`config.mk`:
```
export PLATFORM = sky130hd
export DESIGN_NAME = vram_arbiter
export DESIGN_NICKNAME = d
export VERILOG_FILES = /design/src/rtl/vram_arbiter.sv
export SDC_FILE = /design/constraint.sdc
export NUM_CORES = 1
export LEC_CHECK = 0
export CORE_ASPECT_RATIO = 1.4
export CORE_UTILIZATION = 65
export DETAILED_ROUTE_END_ITERATION = 16
export DONT_BUFFER_PORTS = 1
export PLACE_DENSITY_LB_ADDON = 0.3
export SYNTH_ARGS = -nofsm -noshare
export SYNTH_HDL_FRONTEND = slang
export SYNTH_SLANG_ARGS = --single-unit
export TNS_END_PERCENT = 20
```
`constraint.sdc`:
```
create_clock -name clk -period 4 [get_ports clk]
set_input_delay 0.2 -clock clk [delete_from_list [all_inputs] [get_ports clk]]
set_output_delay 0.2 -clock clk [all_outputs]
set_load 0.03 [all_outputs]
```
`src/rtl/vram_arbiter.sv`:
```
`default_nettype none
// -----------------------------------------------------------------------------
// vram_arbiter : display-priority arbiter for a single-port VRAM with a host
// write FIFO; optional contention counter enabled by macro VRAM_STALL_CNT_EN.
// Revision 1.0
// -----------------------------------------------------------------------------
module vram_arbiter #(
  parameter int AW          = 14,
  parameter int DW          = 16,
  parameter int WFIFO_DEPTH = 4
) (
  input  logic          clk,
  input  logic          rst_n,
  input  logic          disp_req,
  input  logic [AW-1:0] disp_addr,
  output logic [DW-1:0] disp_rdata,
  output logic          disp_rvalid,
  input  logic          host_wr_valid,
  output logic          host_wr_ready,
  input  logic [AW-1:0] host_wr_addr,
  input  logic [DW-1:0] host_wr_data,
  input  logic          host_rd_valid,
  output logic          host_rd_ready,
  input  logic [AW-1:0] host_rd_addr,
  output logic [DW-1:0] host_rd_data,
  output logic          host_rd_dvalid,
  output logic [AW-1:0] mem_addr,
  output logic [DW-1:0] mem_wdata,
  output logic          mem_we,
  output logic          mem_en,
  input  logic [DW-1:0] mem_rdata,
  output logic [15:0]   stall_cnt,
  input  logic          stall_clr
);
  localparam int          PW       = $clog2(WFIFO_DEPTH);
  localparam logic [PW:0] FULL_CNT = (PW+1)'(WFIFO_DEPTH);
  localparam logic [PW-1:0] PTR_ONE = {{(PW-1){1'b0}}, 1'b1};

  typedef enum logic [1:0] {
    ST_IDLE    = 2'd0,
    ST_DISP_RD = 2'd1,
    ST_HOST_WR = 2'd2,
    ST_HOST_RD = 2'd3
  } acc_state_e;

  logic [AW-1:0] fifo_addr_q [WFIFO_DEPTH];
  logic [DW-1:0] fifo_data_q [WFIFO_DEPTH];

  logic [PW-1:0] wr_ptr_q, wr_ptr_d;
  logic [PW-1:0] rd_ptr_q, rd_ptr_d;
  logic [PW:0]   count_q, count_d;
  logic          wr_ready_q, wr_ready_d;
  acc_state_e    state_q, state_d;
  logic [AW-1:0] mem_addr_q, mem_addr_d;
  logic [DW-1:0] mem_wdata_q, mem_wdata_d;
  logic          mem_en_q, mem_en_d;
  logic          mem_we_q, mem_we_d;
  logic          rd_vld_q, rd_vld_d;
  logic          rd_host_q, rd_host_d;

  logic fifo_empty;
  logic push;
  logic pop;
  logic rd_accept;

  always_comb begin
    fifo_empty = (count_q == '0);
    push       = rst_n && host_wr_valid && wr_ready_q;
    pop        = rst_n && !disp_req && !fifo_empty;
    // A write pushed this cycle is older than a read offered alongside it
    rd_accept  = rst_n && !disp_req && fifo_empty && !push && host_rd_valid;

    state_d     = ST_IDLE;
    mem_addr_d  = '0;
    mem_wdata_d = '0;
    if (rst_n && disp_req) begin
      state_d    = ST_DISP_RD;
      mem_addr_d = disp_addr;
    end else if (pop) begin
      state_d     = ST_HOST_WR;
      mem_addr_d  = fifo_addr_q[rd_ptr_q];
      mem_wdata_d = fifo_data_q[rd_ptr_q];
    end else if (rd_accept) begin
      state_d    = ST_HOST_RD;
      mem_addr_d = host_rd_addr;
    end
    mem_en_d = (state_d != ST_IDLE);
    mem_we_d = (state_d == ST_HOST_WR);

    wr_ptr_d   = push ? wr_ptr_q + PTR_ONE : wr_ptr_q;
    rd_ptr_d   = pop  ? rd_ptr_q + PTR_ONE : rd_ptr_q;
    count_d    = count_q + {{PW{1'b0}}, push} - {{PW{1'b0}}, pop};
    wr_ready_d = (count_d != FULL_CNT);

    // The access on mem_* now returns data next cycle; the tag follows it
    rd_vld_d  = (state_q == ST_DISP_RD) || (state_q == ST_HOST_RD);
    rd_host_d = (state_q == ST_HOST_RD);
  end

  always_ff @(posedge clk) begin
    if (!rst_n) begin
      state_q     <= ST_IDLE;
      mem_addr_q  <= '0;
      mem_wdata_q <= '0;
      mem_en_q    <= 1'b0;
      mem_we_q    <= 1'b0;
      wr_ptr_q    <= '0;
      rd_ptr_q    <= '0;
      count_q     <= '0;
      wr_ready_q  <= 1'b0;
      rd_vld_q    <= 1'b0;
      rd_host_q   <= 1'b0;
    end else begin
      state_q     <= state_d;
      mem_addr_q  <= mem_addr_d;
      mem_wdata_q <= mem_wdata_d;
      mem_en_q    <= mem_en_d;
      mem_we_q    <= mem_we_d;
      wr_ptr_q    <= wr_ptr_d;
      rd_ptr_q    <= rd_ptr_d;
      count_q     <= count_d;
      wr_ready_q  <= wr_ready_d;
      rd_vld_q    <= rd_vld_d;
      rd_host_q   <= rd_host_d;
    end
  end

  always_ff @(posedge clk) begin
    if (push) begin
      fifo_addr_q[wr_ptr_q] <= host_wr_addr;
      fifo_data_q[wr_ptr_q] <= host_wr_data;
    end
  end

  assign mem_addr       = mem_addr_q;
  assign mem_wdata      = mem_wdata_q;
  assign mem_en         = mem_en_q;
  assign mem_we         = mem_we_q;
  assign host_wr_ready  = wr_ready_q;
  assign host_rd_ready  = rd_accept;
  assign disp_rvalid    = rd_vld_q && !rd_host_q;
  assign host_rd_dvalid = rd_vld_q && rd_host_q;
  assign disp_rdata     = disp_rvalid    ? mem_rdata : '0;
  assign host_rd_data   = host_rd_dvalid ? mem_rdata : '0;

`ifdef VRAM_STALL_CNT_EN
  logic [15:0] stall_q, stall_d;

  always_comb begin
    stall_d = stall_q;
    if (stall_clr) begin
      stall_d = '0;
    end else if (disp_req && (!fifo_empty || host_rd_valid) && (stall_q != 16'hFFFF)) begin
      stall_d = stall_q + 16'd1;
    end
  end

  always_ff @(posedge clk) begin
    if (!rst_n) begin
      stall_q <= '0;
    end else begin
      stall_q <= stall_d;
    end
  end

  assign stall_cnt = stall_q;
`else
  logic unused_stall_clr;
  assign unused_stall_clr = stall_clr;
  assign stall_cnt        = '0;
`endif

endmodule
`default_nettype wire

```
Yosys cells after proc, flatten, opt, wreduce, memory -nomap -nowiden

Memory sizes are Yosys's and may differ from the RTL's. A register that Yosys moved wholly into a read port is not among the register bits.
Index checks and enable logic that the tools add are counted.

Memory bits (writable): 120
Register bits: 28
Bits of input ports: 80
Output and inout port bits: 84
Memories kept: 2

Equal/unequal tests: 4
Reductions and logical operators: 18
Bitwise gates (word level): 2
Add/subtract/negate cells: 4
Muxes and demuxes: 12

Memories:

| name        | depth | width | rd ports | clocked after memory_dff | wr ports | RTL line | text |
|---|---|---|---|---|---|---|---|
| fifo_data_q | 4     | 16    | 1        | 1                        | 1        | 47       | `logic [DW-1:0] fifo_data_q [WFIFO_DEPTH];` |
| fifo_addr_q | 4     | 14    | 1        | 1                        | 1        | 46       | `logic [AW-1:0] fifo_addr_q [WFIFO_DEPTH];` |

Operators by type and width:

| cell                                                            | count |
|---|---|
| 14-bit two-way mux                                              | 3 |
| 16-bit two-way mux                                              | 2 |
| 1-bit logical AND                                               | 10 |
| 2-bit two-way mux                                               | 5 |
| 2-bit by 1-bit adder with 2-bit output, second input constant   | 2 |
| 2-bit == test, second input constant                            | 2 |
| 1-bit logical NOT                                               | 4 |
| 3-bit by 1-bit adder with 3-bit output                          | 1 |
| 3-bit logical NOT                                               | 1 |
| 3-bit != test, second input constant                            | 1 |
| 3-bit OR reduction                                              | 1 |
| 3-bit by 1-bit subtractor with 3-bit output                     | 1 |
| 2-bit by 1-bit == test with 1-bit output, second input constant | 1 |
| 1-bit two-way mux                                               | 2 |
| 1-bit NOT                                                       | 2 |
| 2-bit nonzero test                                              | 1 |
| 1-bit logical OR                                                | 1 |

Longest topological paths before layout

Word-level depth: 9
Mapped depth: 10
Depth with buffers taken out: 10

Worst setup path after synthesis

OpenSTA, ideal clock, no wires.

Kind: register to register
Start: register count_q[2]
End: register count_q[2]
Data required time: 3.885 ns
Cell stages (with the launch flop): 11
Slack: 1.603 ns
Arrival: 2.282 ns
Cell sequence: dfxtp_1 -> nor3_2 -> nor2_1 -> buf_2 -> ha_1 -> inv_1 -> ha_1 -> fa_1 -> xor2_1 -> xnor2_1 -> and2_1

Word-level cells in the longest chain between the ends: 4

Ends and longest elaborated chain:

| element                                                                                        | RTL line | text |
|---|---|---|
| start, declared                                                                                | 51       | `logic [PW:0] count_q, count_d;` |
| start signal, assigned                                                                         | 121      | `count_q <= count_d;` |
| parallel branches: the longest is 3 deep, another holds 3-bit by 1-bit adder with 3-bit output | -        |  |
| 3-bit by 1-bit subtractor with 3-bit output *                                                  | 92       | `count_d = count_q + {{PW{1'b0}}, push} - {{PW{1'b0}}, pop};` |

Mark *: on every way between the ends.
A chain may end at the register's enable or synchronous reset.

Worst setup path after layout

Start: register count_q[1]
End: register wr_ready_q (netlist: host_wr_ready)

Word-level cells in the longest chain between the ends: 5

Ends and longest elaborated chain:

| element                                                                                        | RTL line | text |
|---|---|---|
| parallel branches: the longest is 3 deep, another holds 3-bit by 1-bit adder with 3-bit output | -        |  |
| 3-bit by 1-bit subtractor with 3-bit output *                                                  | 92       |  |
| 3-bit != test *                                                                                | 93       | `wr_ready_d = (count_d != FULL_CNT);` |
| end signal, assigned                                                                           | 122      | `wr_ready_q <= wr_ready_d;` |
| end, declared                                                                                  | 52       | `logic wr_ready_q, wr_ready_d;` |

Marked as above.

==> results by group <==
Cells and area
  • Post-Layout Cell Count: 545
  • Synthesis-to-finish area growth: 17.2%
  • Final Net Count: 504
  • Commonest non-fill, non-tap cell in the layout: edfxtp_1
  • Most frequent cells in the layout: edfxtp_1 (120), dlygate4sd3_1 (48), and3_1 (47), dfxtp_1 (46), mux4_2 (30)
  • Fill count: 495
  • Share of cells above drive strength 1: between 10% and 20%

Synth
  • Seq cells post-synth: between 150 and 200
  • Synth Area in XOR/XNOR: 0.414%
  • Synth async-reset ratio: 0%
  • Post-synthesis compound-gate area fraction: under 10%
  • Largest family of logic cells by synthesized area: multiplexers
  • Netlist cell types: 32
  • Post-synth EDFFs: 120
  • Post-Syn Instances: roughly 360
  • Yosys warning count: 0
  • Top cells by area in the synthesized netlist: edfxtp_1 (57%), dfxtp_1 (15%), mux4_2 (11%)
  • Mapped Area: between 0.006 and 0.007 mm²
  • Seq/Total Area, Yosys: 71.3%
  • Synth Area in Simple Gates: around 8.6%
  • Largest area contributor in the netlist: edfxtp_1
  • Post-synthesis mux area share: between 10% and 20%
  • Synth Area per Inst: 17.5 µm²
  • Synth Flop Type: edfxtp_1
  • Yosys top cell area share: between 50 and 60%
  • Adder-Cell Fraction of Synth Area: roughly 1.5%

Global routing
  • First-pass GRT wire length: ~19000 µm
  • Vias in the first global route: approximately 3500
  • Remaining global-route overflow: 0
  • Largest net degree at the start of global routing: 31
  • GRT Resource Usage Total: approximately a quarter
  • Antenna violations before repair: 3

Floorplan
  • Die area: roughly 0.010 mm²
  • IO Pins: approximately 160
  • Rows: 42
  • Core ar.: roughly 0.0095 mm²
  • Starting Density: 67.1%
  • Die Ht: 119 µm
  • Die width: around 86 µm

CTS
  • CTS tree: built
  • CTS Sinks: 166
  • Worst-Skew Late Latency: 0.41 ns
  • Num CTS Buffers: 17
  • Post_cts resized: 0
  • Max clock buf depth: 2
  • CTS H-tree depth: 4
  • CTS root buffer: clkbuf_16
  • Reg clk slew, reported paths: around 0.060 ns

Power
  • Leakage: about 2.7 nW
  • P_sw: 1.13 mW
  • Switching share of total power: 26.0%
  • Combinational fraction of design power: 12.5%
  • Clock network fraction of total power: between 30% and 40%
  • Cell Pwr Density: 582 mW/mm²
  • Reg power frac: ~50%
  • Int Power: about 3.2 mW
  • Worst VDD drop: 0.363 mV

STA
  • Hold slack final: ~0.042 ns
  • Final cycle utilization of the critical path: between 70% and 80%
  • RSZ-0062 raised after global routing: no
  • Max_slew headroom: 20.5%
  • Fmax: about 0.35 GHz
  • Final setup margin: around 1.1 ns
  • Hold Vio Cnt, Final: 0
  • Transition time at the pin with the least slew margin: 1.19 ns
  • Final setup violation count: 0
  • Tmin final: roughly 2.9 ns
  • Max-slew violation count: 0
  • Fin Setup TNS: 0 ns
  • Clock Skews: 0.00860 ns

Outcome
  • Status: finished clean

Critical path
  • Critical Path, Cell by Cell: nor3_2 -> nor2_1 -> ha_1 -> inv_1 -> ha_1 -> fa_1 -> xor2_1 -> xnor2_1 -> a21oi_1
  • Worst path bufs/invs: 1
  • Crit-path most repeated cell: ha_1
  • CP Capture Type: flop
  • CP peak stage delay: around 0.89 ns
  • FF-to-FF setup slack: approximately 1.1 ns
  • Arrival time at the worst endpoint: 3.14 ns
  • Critical path type: reg2reg
  • Critical Path Slowest Stage Cell: nor2_1
  • Top delay family on crit path: simple AND/OR/NAND/NOR gates
  • Crit path max fanout: 15
  • Worst Setup Start Kind: flop
  • CP required: between 4 and 5 ns

Placement
  • Post-Place Worst Slack: ~1.2 ns
  • DP HPWL: roughly 7500 µm
  • Dpl cells: between 400 and 500
  • Gpl congestion: around 0.73
  • Input/output buffers: 0

Drt
  • TritonRoute pass-1 iters: 4
  • Routed Wire Length: approximately 13000 µm
  • Wirelength per Cell: about 23 µm
  • Antenna-violating nets left: 0
  • # DRC: 0
  • Starting DRC count in detailed routing: approximately 180
  • Vias: around 3400
  • Via density: approximately 6.2

Flow run
  • Max-Cap Viols: 0

Min path
  • Worst hold path class: in2reg
[worst paths after layout]
check                           depth (start not counted)  startpoint             to
worst min-delay path                                    2    disp_req    mem_addr[2]
worst max register to register                          9  count_q[1]  host_wr_ready
worst max-delay path                                    9  count_q[1]  host_wr_ready
worst min register to register                          1  state_q[0]       rd_vld_q
[layout make-up]
cell class | count | area [µm²] | area share [%]
multi-input cells | 169 | 1610 | 21.6
inverters | 9 | 33.8 | 0.454
clock inverters | 12 | 153 | 2.05
repair buffers | 54 | 526 | 7.06
diodes | 5 | 12.5 | 0.168
flip-flops and latches | 166 | 4520 | 60.8
clock buffers | 20 | 447 | 6.00
well taps | 110 | 138 | 1.85
[synth_stat cells (2+ instances only)]
cell type / number
edfxtp_1: 120
and3_1: 47
dfxtp_1: 46
mux4_2: 30
and2_1: 25
buf_4: 16
a221o_1: 14
clkbuf_1: 10
inv_1: 8
a21oi_1: 6
ha_1: 6
nor2_1: 5
buf_6: 4
buf_2: 3
nand3_1: 3
nand2_1: 2
nor2b_1: 2
xnor2_1: 2
[power groups by stage]
stage               Combinational (mW)  Sequential, mW  Clock (mW)
floorplan                        0.449            2.16           0
global placement                 0.467            2.20           0
detailed placement               0.483            2.21           0
CTS                              0.543            2.18        1.64
global route                     0.586            2.19        1.71
finish                           0.540            2.18        1.62
[what timing repair did]
action | CTS | global route
hold buffers | 48 | 0
buffers inserted | 0 | 0
hold endpoints to repair | 144 | 0
[per-layer routing]
metal	GRT usage [%]	vias up	share of wire [%]
met2	47.6	177	55
met4	12.9	0	2.1
met3	7.97	19	7.3
li1	-	1495	-
met5	0	-	0
met1	28.1	1705	35
[metrics by stage]
step | power (mW) | utilization [%] | cell area (µm²)
floorplan | 2.61 | - | 6400
CTS | 4.36 | 78.5 | 7430
finish | 4.33 | 78.7 | 7440
global route | 4.48 | 78.6 | 7430
global placement | 2.67 | 67.1 | 6350
detailed placement | 2.69 | 67.1 | 6350
[cells by family after synthesis]
kind of cell / after synthesis
muxes: 30
adders and majority gates: 7
AOI/OAI and AO/OA: 25
and+or+nand+nor: 88
DFF: 166
xor gates and xnor gates: 3
buffers and inverters: 43
other: 1
[state kept, by name (all words and copies together) (netlist names), named ones only]
| name | flops |
|---|---|
| fifo_data_q | 64 |
| fifo_addr_q | 56 |
| mem_wdata | 16 |
| mem_addr | 14 |
| count_q | 3 |
| rd_ptr_q | 2 |
| state_q | 2 |
| wr_ptr_q | 2 |
| host_wr_ready | 1 |
| mem_en | 1 |
| mem_we | 1 |
| rd_host_q | 1 |
| rd_vld_q | 1 |
(Power assumes the default switching activity.)
